--- src/rtl/quad_encoder_reader_pkg.sv ---
//==============================================================================
// Module      : quad_encoder_reader_pkg
// Description : Shared quadrature encodings, step type and the step lookup
//               used by the encoder reader.
// Revision    : 1.0 - initial release
//==============================================================================
`default_nettype none

package quad_encoder_reader_pkg;

  localparam int c_AB_W = 2;

  // {A,B} channel states in forward rotation order 00 -> 01 -> 11 -> 10
  typedef enum logic [1:0] {
    Q00 = 2'b00,
    Q01 = 2'b01,
    Q11 = 2'b11,
    Q10 = 2'b10
  } quad_state_t;

  typedef enum logic [1:0] {
    STEP_NONE    = 2'd0,
    STEP_INC     = 2'd1,
    STEP_DEC     = 2'd2,
    STEP_ILLEGAL = 2'd3
  } step_t;

  // Successor of a state in the forward direction
  function automatic logic [1:0] quad_fwd(input logic [1:0] cur);
    logic [1:0] nxt;
    nxt = Q01;
    case (cur)
      Q00:     nxt = Q01;
      Q01:     nxt = Q11;
      Q11:     nxt = Q10;
      default: nxt = Q00;
    endcase
    return nxt;
  endfunction

  // Classify a transition between two filtered {A,B} values
  function automatic step_t quad_step(input logic [1:0] prev, input logic [1:0] cur);
    step_t s;
    s = STEP_NONE;
    if (prev == cur)
      s = STEP_NONE;
    else if ((prev ^ cur) == 2'b11)
      s = STEP_ILLEGAL;
    else if (cur == quad_fwd(prev))
      s = STEP_INC;
    else
      s = STEP_DEC;
    return s;
  endfunction

endpackage

`default_nettype wire

--- src/rtl/quad_encoder_reader_if.sv ---
//==============================================================================
// Module      : quad_encoder_reader_if
// Description : Encoder pins, control and feedback outputs of the reader.
// Revision    : 1.0 - initial release
//==============================================================================
`default_nettype none

interface quad_encoder_reader_if #(
  parameter int POS_W = 16,
  parameter int SPD_W = 16
);
  logic                    enc_a;
  logic                    enc_b;
  logic                    clear_pos;
  logic signed [POS_W-1:0] position;
  logic [SPD_W-1:0]        speed;
  logic                    dir;
  logic                    speed_valid;
  logic                    enc_err;

  modport master (
    output enc_a, enc_b, clear_pos,
    input  position, speed, dir, speed_valid, enc_err
  );

  modport slave (
    input  enc_a, enc_b, clear_pos,
    output position, speed, dir, speed_valid, enc_err
  );
endinterface

`default_nettype wire

--- src/rtl/quad_encoder_reader_filter.sv ---
//==============================================================================
// Module      : enc_input_filter
// Description : Two-flop synchroniser plus run-length glitch filter on a
//               multi-bit bus; all bits are accepted together.
// Revision    : 1.0 - initial release
//==============================================================================
`default_nettype none

module enc_input_filter #(
  parameter int FILTER_LEN = 4,
  parameter int W          = 2
) (
  input  wire logic         clk,
  input  wire logic         reset_in,
  input  wire logic [W-1:0] i_raw,
  output logic      [W-1:0] o_value,
  output logic              o_accept
);

  localparam int c_CNT_W = $clog2(FILTER_LEN + 1);

  logic [W-1:0]       r_sync1;
  logic [W-1:0]       r_sync2;
  logic [W-1:0]       r_cand;
  logic [W-1:0]       r_value;
  logic               r_have;
  logic               r_accept;
  logic [c_CNT_W-1:0] r_cnt;

  logic               w_differs;
  logic [c_CNT_W-1:0] w_cnt_next;

  // A run continues only while the same candidate is seen on consecutive cycles;
  // before the first acceptance every value counts as new so the resting state loads.
  always_comb begin
    w_differs  = !r_have || (r_sync2 != r_value);
    w_cnt_next = c_CNT_W'(1);
    if ((r_sync2 == r_cand) && (r_cnt != '0))
      w_cnt_next = r_cnt + c_CNT_W'(1);
  end

  // Synchroniser, run counter and accepted value
  always_ff @(posedge clk or negedge reset_in) begin
    if (!reset_in) begin
      r_sync1  <= '0;
      r_sync2  <= '0;
      r_cand   <= '0;
      r_value  <= '0;
      r_have   <= 1'b0;
      r_accept <= 1'b0;
      r_cnt    <= '0;
    end else begin
      r_sync1  <= i_raw;
      r_sync2  <= r_sync1;
      r_accept <= 1'b0;
      if (!w_differs) begin
        r_cnt <= '0;
      end else if (w_cnt_next == c_CNT_W'(FILTER_LEN)) begin
        r_value  <= r_sync2;
        r_have   <= 1'b1;
        r_accept <= 1'b1;
        r_cnt    <= '0;
      end else begin
        r_cand <= r_sync2;
        r_cnt  <= w_cnt_next;
      end
    end
  end

  assign o_value  = r_value;
  assign o_accept = r_accept;

endmodule

`default_nettype wire

--- src/rtl/quad_encoder_reader.sv ---
//==============================================================================
// Module      : quad_encoder_reader
// Description : x4 quadrature decoder with signed position, windowed speed
//               and direction, and sticky illegal-transition flag.
// Revision    : 1.0 - initial release
//==============================================================================
`default_nettype none

module quad_encoder_reader
  import quad_encoder_reader_pkg::*;
#(
  parameter int WINDOW_CYCLES = 1_000_000,
  parameter int FILTER_LEN    = 4,
  parameter int POS_W         = 16,
  parameter int SPD_W         = 16
) (
  input wire logic             clk,
  input wire logic             reset_in,
  quad_encoder_reader_if.slave bus
);

  localparam int c_WIN_W = $clog2(WINDOW_CYCLES);
  // Net count never exceeds one step per cycle, plus a sign bit
  localparam int c_NET_W = $clog2(WINDOW_CYCLES + 1) + 1;
  localparam int c_SAT_W = (c_NET_W > SPD_W) ? c_NET_W : SPD_W;
  localparam logic [c_SAT_W-1:0] c_SPD_MAX = c_SAT_W'({SPD_W{1'b1}});

  logic [c_AB_W-1:0]       w_filt_value;
  logic                    w_filt_accept;
  step_t                   w_step;
  logic signed [POS_W-1:0] w_pos_delta;
  logic signed [c_NET_W-1:0] w_net_delta;
  logic signed [c_NET_W-1:0] w_net_next;
  logic [c_NET_W-1:0]      w_net_mag;
  logic [c_SAT_W-1:0]      w_mag_ext;
  logic [SPD_W-1:0]        w_speed_sat;
  logic                    w_terminal;

  logic                    r_init;
  logic [c_AB_W-1:0]       r_prev_ab;
  logic signed [POS_W-1:0] r_position;
  logic                    r_enc_err;
  logic [c_WIN_W-1:0]      r_win_cnt;
  logic signed [c_NET_W-1:0] r_net;
  logic [SPD_W-1:0]        r_speed;
  logic                    r_dir;
  logic                    r_speed_valid;

  enc_input_filter #(
    .FILTER_LEN (FILTER_LEN),
    .W          (c_AB_W)
  ) u_filter (
    .clk      (clk),
    .reset_in (reset_in),
    .i_raw    ({bus.enc_a, bus.enc_b}),
    .o_value  (w_filt_value),
    .o_accept (w_filt_accept)
  );

  // Classify each accepted change; the first acceptance only seeds the decoder
  always_comb begin
    w_step      = STEP_NONE;
    w_pos_delta = '0;
    w_net_delta = '0;
    if (w_filt_accept && r_init)
      w_step = quad_step(r_prev_ab, w_filt_value);
    if (w_step == STEP_INC) begin
      w_pos_delta = POS_W'(1);
      w_net_delta = c_NET_W'(1);
    end else if (w_step == STEP_DEC) begin
      w_pos_delta = '1;
      w_net_delta = '1;
    end
  end

  // Closing-window magnitude, saturated to the speed width
  always_comb begin
    w_terminal  = (r_win_cnt == c_WIN_W'(WINDOW_CYCLES - 1));
    w_net_next  = r_net + w_net_delta;
    w_net_mag   = w_net_next[c_NET_W-1] ? $unsigned(-w_net_next) : $unsigned(w_net_next);
    w_mag_ext   = c_SAT_W'(w_net_mag);
    w_speed_sat = (w_mag_ext > c_SPD_MAX) ? SPD_W'(c_SPD_MAX) : SPD_W'(w_mag_ext);
  end

  // Decode state, wrapping position and sticky error; clear wins over a step
  always_ff @(posedge clk or negedge reset_in) begin
    if (!reset_in) begin
      r_init     <= 1'b0;
      r_prev_ab  <= '0;
      r_position <= '0;
      r_enc_err  <= 1'b0;
    end else begin
      if (w_filt_accept) begin
        r_prev_ab <= w_filt_value;
        r_init    <= 1'b1;
      end
      if (bus.clear_pos)
        r_position <= '0;
      else
        r_position <= r_position + w_pos_delta;
      if (w_step == STEP_ILLEGAL)
        r_enc_err <= 1'b1;
      else if (bus.clear_pos)
        r_enc_err <= 1'b0;
    end
  end

  // Speed window: a step in the terminal cycle belongs to the closing window
  always_ff @(posedge clk or negedge reset_in) begin
    if (!reset_in) begin
      r_win_cnt     <= '0;
      r_net         <= '0;
      r_speed       <= '0;
      r_dir         <= 1'b0;
      r_speed_valid <= 1'b0;
    end else if (w_terminal) begin
      r_win_cnt     <= '0;
      r_net         <= '0;
      r_speed       <= w_speed_sat;
      r_speed_valid <= 1'b1;
      if (w_net_next[c_NET_W-1])
        r_dir <= 1'b0;
      else if (w_net_next != '0)
        r_dir <= 1'b1;
    end else begin
      r_win_cnt     <= r_win_cnt + c_WIN_W'(1);
      r_net         <= w_net_next;
      r_speed_valid <= 1'b0;
    end
  end

  assign bus.position    = r_position;
  assign bus.speed       = r_speed;
  assign bus.dir         = r_dir;
  assign bus.speed_valid = r_speed_valid;
  assign bus.enc_err     = r_enc_err;

endmodule

`default_nettype wire

--- src/flat_wrapper.sv ---
// flat-port wrapper written by rule: the top's interface ports become plain ports
module quad_encoder_reader_flat import quad_encoder_reader_pkg::*;
#(
  parameter int WINDOW_CYCLES = 1_000_000,
  parameter int FILTER_LEN    = 4,
  parameter int POS_W         = 16,
  parameter int SPD_W         = 16
)
  (clk, reset_in, bus_enc_a, bus_enc_b, bus_clear_pos, bus_position, bus_speed, bus_dir, bus_speed_valid, bus_enc_err);
  quad_encoder_reader_if #(.POS_W(POS_W), .SPD_W(SPD_W)) bus_i ();
  input wire logic clk;
  input wire logic reset_in;
  input wire logic [$bits(bus_i.enc_a)-1:0] bus_enc_a;
  input wire logic [$bits(bus_i.enc_b)-1:0] bus_enc_b;
  input wire logic [$bits(bus_i.clear_pos)-1:0] bus_clear_pos;
  output wire logic [$bits(bus_i.position)-1:0] bus_position;
  output wire logic [$bits(bus_i.speed)-1:0] bus_speed;
  output wire logic [$bits(bus_i.dir)-1:0] bus_dir;
  output wire logic [$bits(bus_i.speed_valid)-1:0] bus_speed_valid;
  output wire logic [$bits(bus_i.enc_err)-1:0] bus_enc_err;
  assign bus_i.enc_a = bus_enc_a;
  assign bus_i.enc_b = bus_enc_b;
  assign bus_i.clear_pos = bus_clear_pos;
  assign bus_position = bus_i.position;
  assign bus_speed = bus_i.speed;
  assign bus_dir = bus_i.dir;
  assign bus_speed_valid = bus_i.speed_valid;
  assign bus_enc_err = bus_i.enc_err;
  quad_encoder_reader #(.WINDOW_CYCLES(WINDOW_CYCLES), .FILTER_LEN(FILTER_LEN), .POS_W(POS_W), .SPD_W(SPD_W)) u_core (.clk(clk), .reset_in(reset_in), .bus(bus_i));
endmodule
--- config.mk ---
export PLATFORM = sky130hd
export DESIGN_NAME = quad_encoder_reader_flat
export DESIGN_NICKNAME = d
export VERILOG_FILES = /design/src/rtl/quad_encoder_reader_pkg.sv /design/src/rtl/quad_encoder_reader_if.sv /design/src/rtl/quad_encoder_reader_filter.sv /design/src/rtl/quad_encoder_reader.sv /design/src/flat_wrapper.sv
export SDC_FILE = /design/constraint.sdc
export NUM_CORES = 1
export LEC_CHECK = 0
export ABC_AREA = 1
export BUFFER_PORTS_ARGS = -buffer_cell sky130_fd_sc_hd__buf_4
export CORE_MARGIN = 4
export CORE_UTILIZATION = 35
export DETAILED_ROUTE_END_ITERATION = 7
export PLACE_DENSITY = 0.54
export SYNTH_ARGS = -nofsm -noshare
export SYNTH_HDL_FRONTEND = slang
export SYNTH_HIERARCHICAL = 1
export SYNTH_SLANG_ARGS = --single-unit
--- constraint.sdc ---
create_clock -name clk -period 5.6 [get_ports clk]
set_input_delay 0.56 -clock clk [delete_from_list [all_inputs] [get_ports clk]]
set_output_delay 0.56 -clock clk [all_outputs]
set_load 0.05 [all_outputs]
======== After elaboration in Yosys (flattened, before gate mapping) ========
Index checks and enable logic that the tools add are counted.
word-level totals
  register bits after elaboration ......... 92
  input bits .............................. 5
  output and inout bits ................... 35
  logic and storage cells ................. 75
cells by class
  add/sub/neg operators ................... 5
  magnitude comparators ................... 1
  eq/ne operators ......................... 12
  mux-type cells .......................... 27
  bitwise logic cells ..................... 2
  reduce and logical (&&, ||, !) cells .... 12
operators by type and width
  cell                   count
  $mux 21                4
  $mux 16                4
  $add 21x21->21         1
  $gt 21x16->1 const B   1
  $neg 21->21            1
  $reduce_bool 21->1     1
  $add 20x1->20 const B  1
  $eq 20x20->1 const B   1
  $mux 20                1
  $add 16x16->16         1
  $mux 2                 7
  $mux 3                 3
  $eq 2x2->1 const B     4
  $mux 1                 7
  $eq 2x2->1             3
  $pmux 2 s3             1
  $reduce_and 2->1       3
  $eq 2x1->1 const B     2
  $reduce_bool 2->1      2
  $add 3x1->3 const B    1
  $eq 3x3->1 const B     1
  $reduce_bool 3->1      1
  $logic_and 1x1->1      2
  $logic_not 2->1        1
  5 further kinds        5

======== Depth between registers and ports, before layout ========
  depth after elaboration ................. 18
  depth in mapped cells ................... 34

======== By module ========
Netlist, hierarchy kept.
modules (own cells, without submodules)
  module               times used  cells an instance  area an instance (µm²)  seq. area each (µm²)
  quad_encoder_reader  1           1,003              6,377.4                 1,976.9
  enc_input_filter     1           67                 646.9                   325.3

======== Least setup slack after synthesis ========
No wires, ideal clock.
  path type ............................... flip-flop to flip-flop
  start point ............................. reg u_core.u_filter.r_value[0] (netlist: u_core/u_filter/o_value[0])
  end point ............................... reg u_core.r_speed[15] (netlist: u_core/bus.speed[15])
  library setup time ...................... 113 ps
  arrival ................................. 3,812 ps
  data required time ...................... 5,487 ps
  path slack .............................. 1,675 ps
  cell stages (with the launch flop) ...... 28
  path buffers ............................ 2
  clock period less this slack ............ 3,925 ps
  path through ............................ dfrtp_1 > or2_2 > and3_1 > a211oi_1 > ha_1 > buf_4 > nand2_1 > inv_1 > nor2_4 > ha_1 > inv_1 > nand2_1 > nand3_1 > nand2_1 > nand2_2 > nand2_2 > nand2_2 > nand2_2 > a21oi_4 > xor2_4 > nand2_1 > nand3_1 > nand2_2 > nor2_4 > buf_6 > nand3_2 > nand2_1 > inv_1
between the ends
  word-level cells in the longest chain between the ends .. 13
  elaborated cells between the ends (all ways) .. 17
ends and longest elaborated chain
  item                                       line                                                          text
  start, declared                            quad_encoder_reader_filter.sv:25                              logic [W-1:0] r_value;
  start signal, assigned                     quad_encoder_reader_filter.sv:59                              r_value <= r_sync2;
  $eq 2x2->1 or $xor 2x2->2 (tied branches)  quad_encoder_reader_pkg.sv:49, quad_encoder_reader_pkg.sv:47
  $mux 2 or $eq 2x2->1 (tied branches)       quad_encoder_reader_pkg.sv:49, quad_encoder_reader_pkg.sv:47
  $mux 2                                     quad_encoder_reader_pkg.sv:47                                 else if ((prev ^ cur) == 2'b11)
  $mux 2 (*)                                 quad_encoder_reader_pkg.sv:45                                 if (prev == cur)
  $mux 2 (*)                                 quad_encoder_reader.sv:65                                     if (w_filt_accept && r_init)
  $eq 2x2->1                                 quad_encoder_reader.sv:70                                     end else if (w_step == STEP_DEC) begin
  $mux 21                                    quad_encoder_reader.sv:70
  $mux 21 (*)                                quad_encoder_reader.sv:67                                     if (w_step == STEP_INC) begin
  $add 21x21->21 (*)                         quad_encoder_reader.sv:79                                     w_net_next = r_net + w_net_delta;
  $neg 21->21                                quad_encoder_reader.sv:80                                     w_net_mag = w_net_next[c_NET_W-1] ? $unsigned(-w_net_next) : $unsigned(w_net_next);
  $mux 21 (*)                                quad_encoder_reader.sv:80
  $gt 21x16->1                               quad_encoder_reader.sv:82                                     w_speed_sat = (w_mag_ext > c_SPD_MAX) ? SPD_W'(c_SPD_MAX) : SPD_W'(w_mag_ext);
  $mux 16 (*)                                quad_encoder_reader.sv:82
  end signal, assigned                       quad_encoder_reader.sv:119                                    r_speed <= w_speed_sat;
  end, declared                              quad_encoder_reader.sv:45                                     logic [SPD_W-1:0] r_speed;
Every way passes the cells marked *; elsewhere a longest branch is shown, timed or not.
A chain may end at the register's enable or synchronous reset.

======== Worst setup path in the final report ========
  start point ............................. reg u_core.u_filter.r_value[0] (netlist: u_core/u_filter/o_value[0])
  end point ............................... reg u_core.r_speed[3] (netlist: u_core/bus.speed[3])
Same word-level chain as after synthesis.

==> impl_metrics.py <==
metrics = {
    "synthesis": {
        "dominantRegCellSynth": "dfrtp_1",
        "synth_edf_count": 0,
        "synth_top_family_by_area": "simple AND/OR/NAND/NOR gates",
        "synthSimpleGateAreaFrac": 0.425,
        "async_flop_share": 1.00,
        "ys_types": 48,
        "avgSynthCellArea_um2": 6.56,
        "synth_mux_area_frac": 0.00321,
        "synth_compound_area_frac": 0.0812,
        "ys.warnings.count": 6,
        "synthCells": 1070,
        "ys_seq_area_frac": 0.328,
        "ys_ff_latch": 92,
        "synth_nets": 1087,
        "syn_area_um2": 7020,
        "synth_xor_area_frac": 0.0324,
        "yosys.area_share.adder": 0.0214,
    },
    "drt": {
        "drc_errors": 0,
        "routed_wirelength_mm": 17.7,
        "wl_per_cell_um": 12.9,
        "num_vias": 6483,
        "dr.pass1.iters": 5,
        "viasPerCell": 4.72,
        "detail-route-antenna-nets": 0,
        "drt_iter0_drc": 456,
    },
    "final_layout": {
        "drive_gt1_frac": 0.140,
        "antenna_cells": 0,
        "area_delta_synth_final_pct": 11.7,
        "fillers": 2086,
        "fin_nets": 1120,
    },
    "pwr": {
        "p_per_area_nw_per_um2": 309,
        "finalPower_uw": 2420,
        "p_leak_uw": 0.00447,
        "irDropWorstVdd_uv": 154,
    },
    "setup_path": {
        "cp_common_cell": "nand2_2",
        "r2r_end": "u_core/bus.speed[3]$_DFFE_PN0P_",
        "crit_path_max_incr_delay_ps": 480,
        "critPathCapture": "u_core/bus.speed[3]$_DFFE_PN0P_",
        "rr_startpoint": "u_core/u_filter/o_value[0]$_DFFE_PN0P_",
        "r2r_cells": 23,
        "cp.arrival_ps": 5070,
        "end_kind": "flip-flop",
        "cp-startpoint": "u_core/u_filter/o_value[0]$_DFFE_PN0P_",
        "rrSetupSlack_ps": 780,
        "required_ps": 5840,
        "critPathKind": "reg -> reg",
        "crit_chain": "or2_2 -> and3_1 -> a211oi_1 -> ha_2 -> buf_12 -> inv_2 -> nand2_1 -> nand2_1 -> nand2_2 -> nor2_1 -> nor2_1 -> nand2_2 -> nand2_2 -> nand2_2 -> a21oi_4 -> xor2_4 -> nand2_1 -> nand3_1 -> nand2_2 -> nor2_4 -> nand3_1 -> nand2_1 -> inv_1",
        "startpoint_type": "flip-flop",
        "cp_max_fo": 29,
        "cpMaxStageDelayCell": "ha_2",
    },
    "floorplan": {
        "initial_core_util": 0.359,
        "core_region_area_um2": 19600,
        "fp.dieH_um": 150,
        "ios": 40,
        "rows": 51,
        "fp.dieW_um": 150,
        "fp.dieArea_um2": 22400,
    },
    "clocking": {
        "postCtsSetupRepairBufs": 0,
        "cts_buffers": 9,
        "htree_levels": 3,
        "cts-root-buf": "clkbuf_16",
        "clock_latency_ps": 350,
        "clkTransAtPathRegs_ps": 70,
        "cts_resized": 0,
        "cts_tree": "yes",
        "cts.hold.buffers_added": 0,
        "cts_sinks": 92,
        "cts_buffer_depth": 2,
    },
    "timing": {
        "rsz0062_at_grt": "no",
        "hold_viol": 0,
        "min_period_ps": 4820,
        "min_period_over_period": 0.861,
        "max_slew.worst_pin.slew_ps": 658,
        "drv_slew": 0,
        "final-setup-viol-count": 0,
        "max_freq_mhz": 207,
        "fin_setup_tns_ps": 0,
        "slew_headroom": 0.561,
        "fin_skew_ps": 7.35,
        "whs_ps": 210,
    },
    "outcome": {
        "status": "completed",
    },
    "flow_run": {
        "maxCapViolCount": 0,
    },
    "global_route": {
        "grt_pass1_vias": 6200,
        "track_usage": 0.165,
        "overflow": 0,
        "grt_max_degree": 56,
        "grt_pass1_wl_mm": 30.2,
        "antenna_found_initial": 0,
    },
    "placement": {
        "io_buffers": 39,
        "detailed_place_hpwl_mm": 13.6,
        "routabilityCongestion": 0.919,
    },
    "worst_hold_path": {
        "hold_path.class": "in -> async",
    },
}
==> per-layer routing <==
layer  vias to the layer above  global-route usage  routed length [um]
li1                       3416                   -                   -
met2                       121               0.250                7460
met3                        24              0.0309                 976
met4                         0              0.0494                 335
met5                         -                   0                   0
met1                      2922               0.240                8970
==> cells by family after synthesis <==
logic type	after synthesis
multiplexers	2
AO/OA/AOI/OAI	101
adder cells (fa/ha/maj)	12
XOR/XNOR	23
AND/OR/NAND/NOR	656
buffers and inverters	184
flip-flops	92
==> layout make-up <==
class                   count  area, um2  area share
multi-input cells         794       3970       0.506
clock inverters             5       45.0     0.00574
well taps                 265        332      0.0423
clock buffers              11        243      0.0309
inverters                 161        604      0.0770
flip-flops and latches     92       2300       0.293
repair buffers             45        350      0.0447
==> power breakdown <==
part | internal, uW | switching [uW]
clock | 320 | 287
sequential | 733 | 71.6
combinational | 334 | 676
total | 1390 | 1030
==> cell usage after synthesis (10+ instances only) <==
library cell  count  area, um2
nor3_1           12       60.1
dfrtp_1          92       2300
nor2_1          128        480
nand3_2          12        120
xor2_1           11       96.3
nand3_1          92        460
xnor2_1          10       87.6
a21oi_1          48        240
inv_1           156        586
or2_2            20        125
nand2_2          27        169
nand4_1          11       68.8
o21ai_0          34        170
nand2_1         319       1200
ha_1             12        150
==> stage by stage <==
| step | instances | utilization | cell area [um2] | setup slack (ps) |
|---|---|---|---|---|
| 2_1_floorplan | 1070 | - | 7020 | 1670 |
| 3_3_place_gp | 1357 | 0.386 | 7560 | 937 |
| 3_5_place_dp | 1357 | 0.386 | 7560 | 774 |
| 4_1_cts | 1373 | 0.400 | 7850 | 752 |
| 5_1_grt | 1373 | 0.400 | 7850 | 283 |
| 6_report | 1373 | 0.400 | 7850 | 776 |
==> worst max-delay path, delay by kind of cell, from the launching register on <==
kind            cells  cell delay, ps
fa+ha+maj           1             480
flops               1             450
xor+xnor            1             420
buf+inv             3             450
simple gates       16            2310
compound gates      2             590
==> how the worst min path moves through the flow <==
stage / to / slack, ps / depth (start not counted)
6_report: u_core/r_win_cnt[13]$_DFF_PN0_ / 210 / 1
5_1_grt: u_core/r_win_cnt[13]$_DFF_PN0_ / 230 / 1
4_1_cts: u_core/r_win_cnt[13]$_DFF_PN0_ / 220 / 1
3_5_place_dp: u_core/u_filter/r_sync2[1]$_DFF_PN0_ / 340 / 0
3_3_place_gp: u_core/u_filter/r_sync2[0]$_DFF_PN0_ / 330 / 0
2_1_floorplan: u_core/bus.dir$_DFFE_PN0P_ / 260 / 0
==> state kept, by name (all words and copies together), names as in the netlist <==
register,count
u_core/r_net,21
u_core/r_init,1
u_core/bus.dir,1
u_core/bus.position,16
u_core/u_filter/o_accept,1
u_core/u_filter/r_cand,2
u_core/bus.speed_valid,1
u_core/bus.speed,16
u_core/bus.enc_err,1
u_core/u_filter/r_cnt,3
u_core/u_filter/r_sync2,2
u_core/r_prev_ab,2
u_core/r_win_cnt,20
u_core/u_filter/r_have,1
u_core/u_filter/o_value,2
u_core/u_filter/r_sync1,2
==> layout by cell type (no fill, tap or decap), drive strengths merged <==
master and instances:
a211oi 3, a21boi 1, a21o 1, a21oi 51, a221oi 2, a22o 1, and3 2, buf 45
clkbuf 11, clkinv 2, clkinvlp 1, dfrtp 92, ha 12, inv 163, mux2 2, nand2 347
nand3 105, nand3b 1, nand4 12, nor2 143, nor3 14, nor3b 2, nor4 7, o21a 2
o21ai 35, o21bai 2, o22ai 2, o31ai 1, or2 23, xnor2 11, xor2 12
Power figures use the tool's default switching activity.
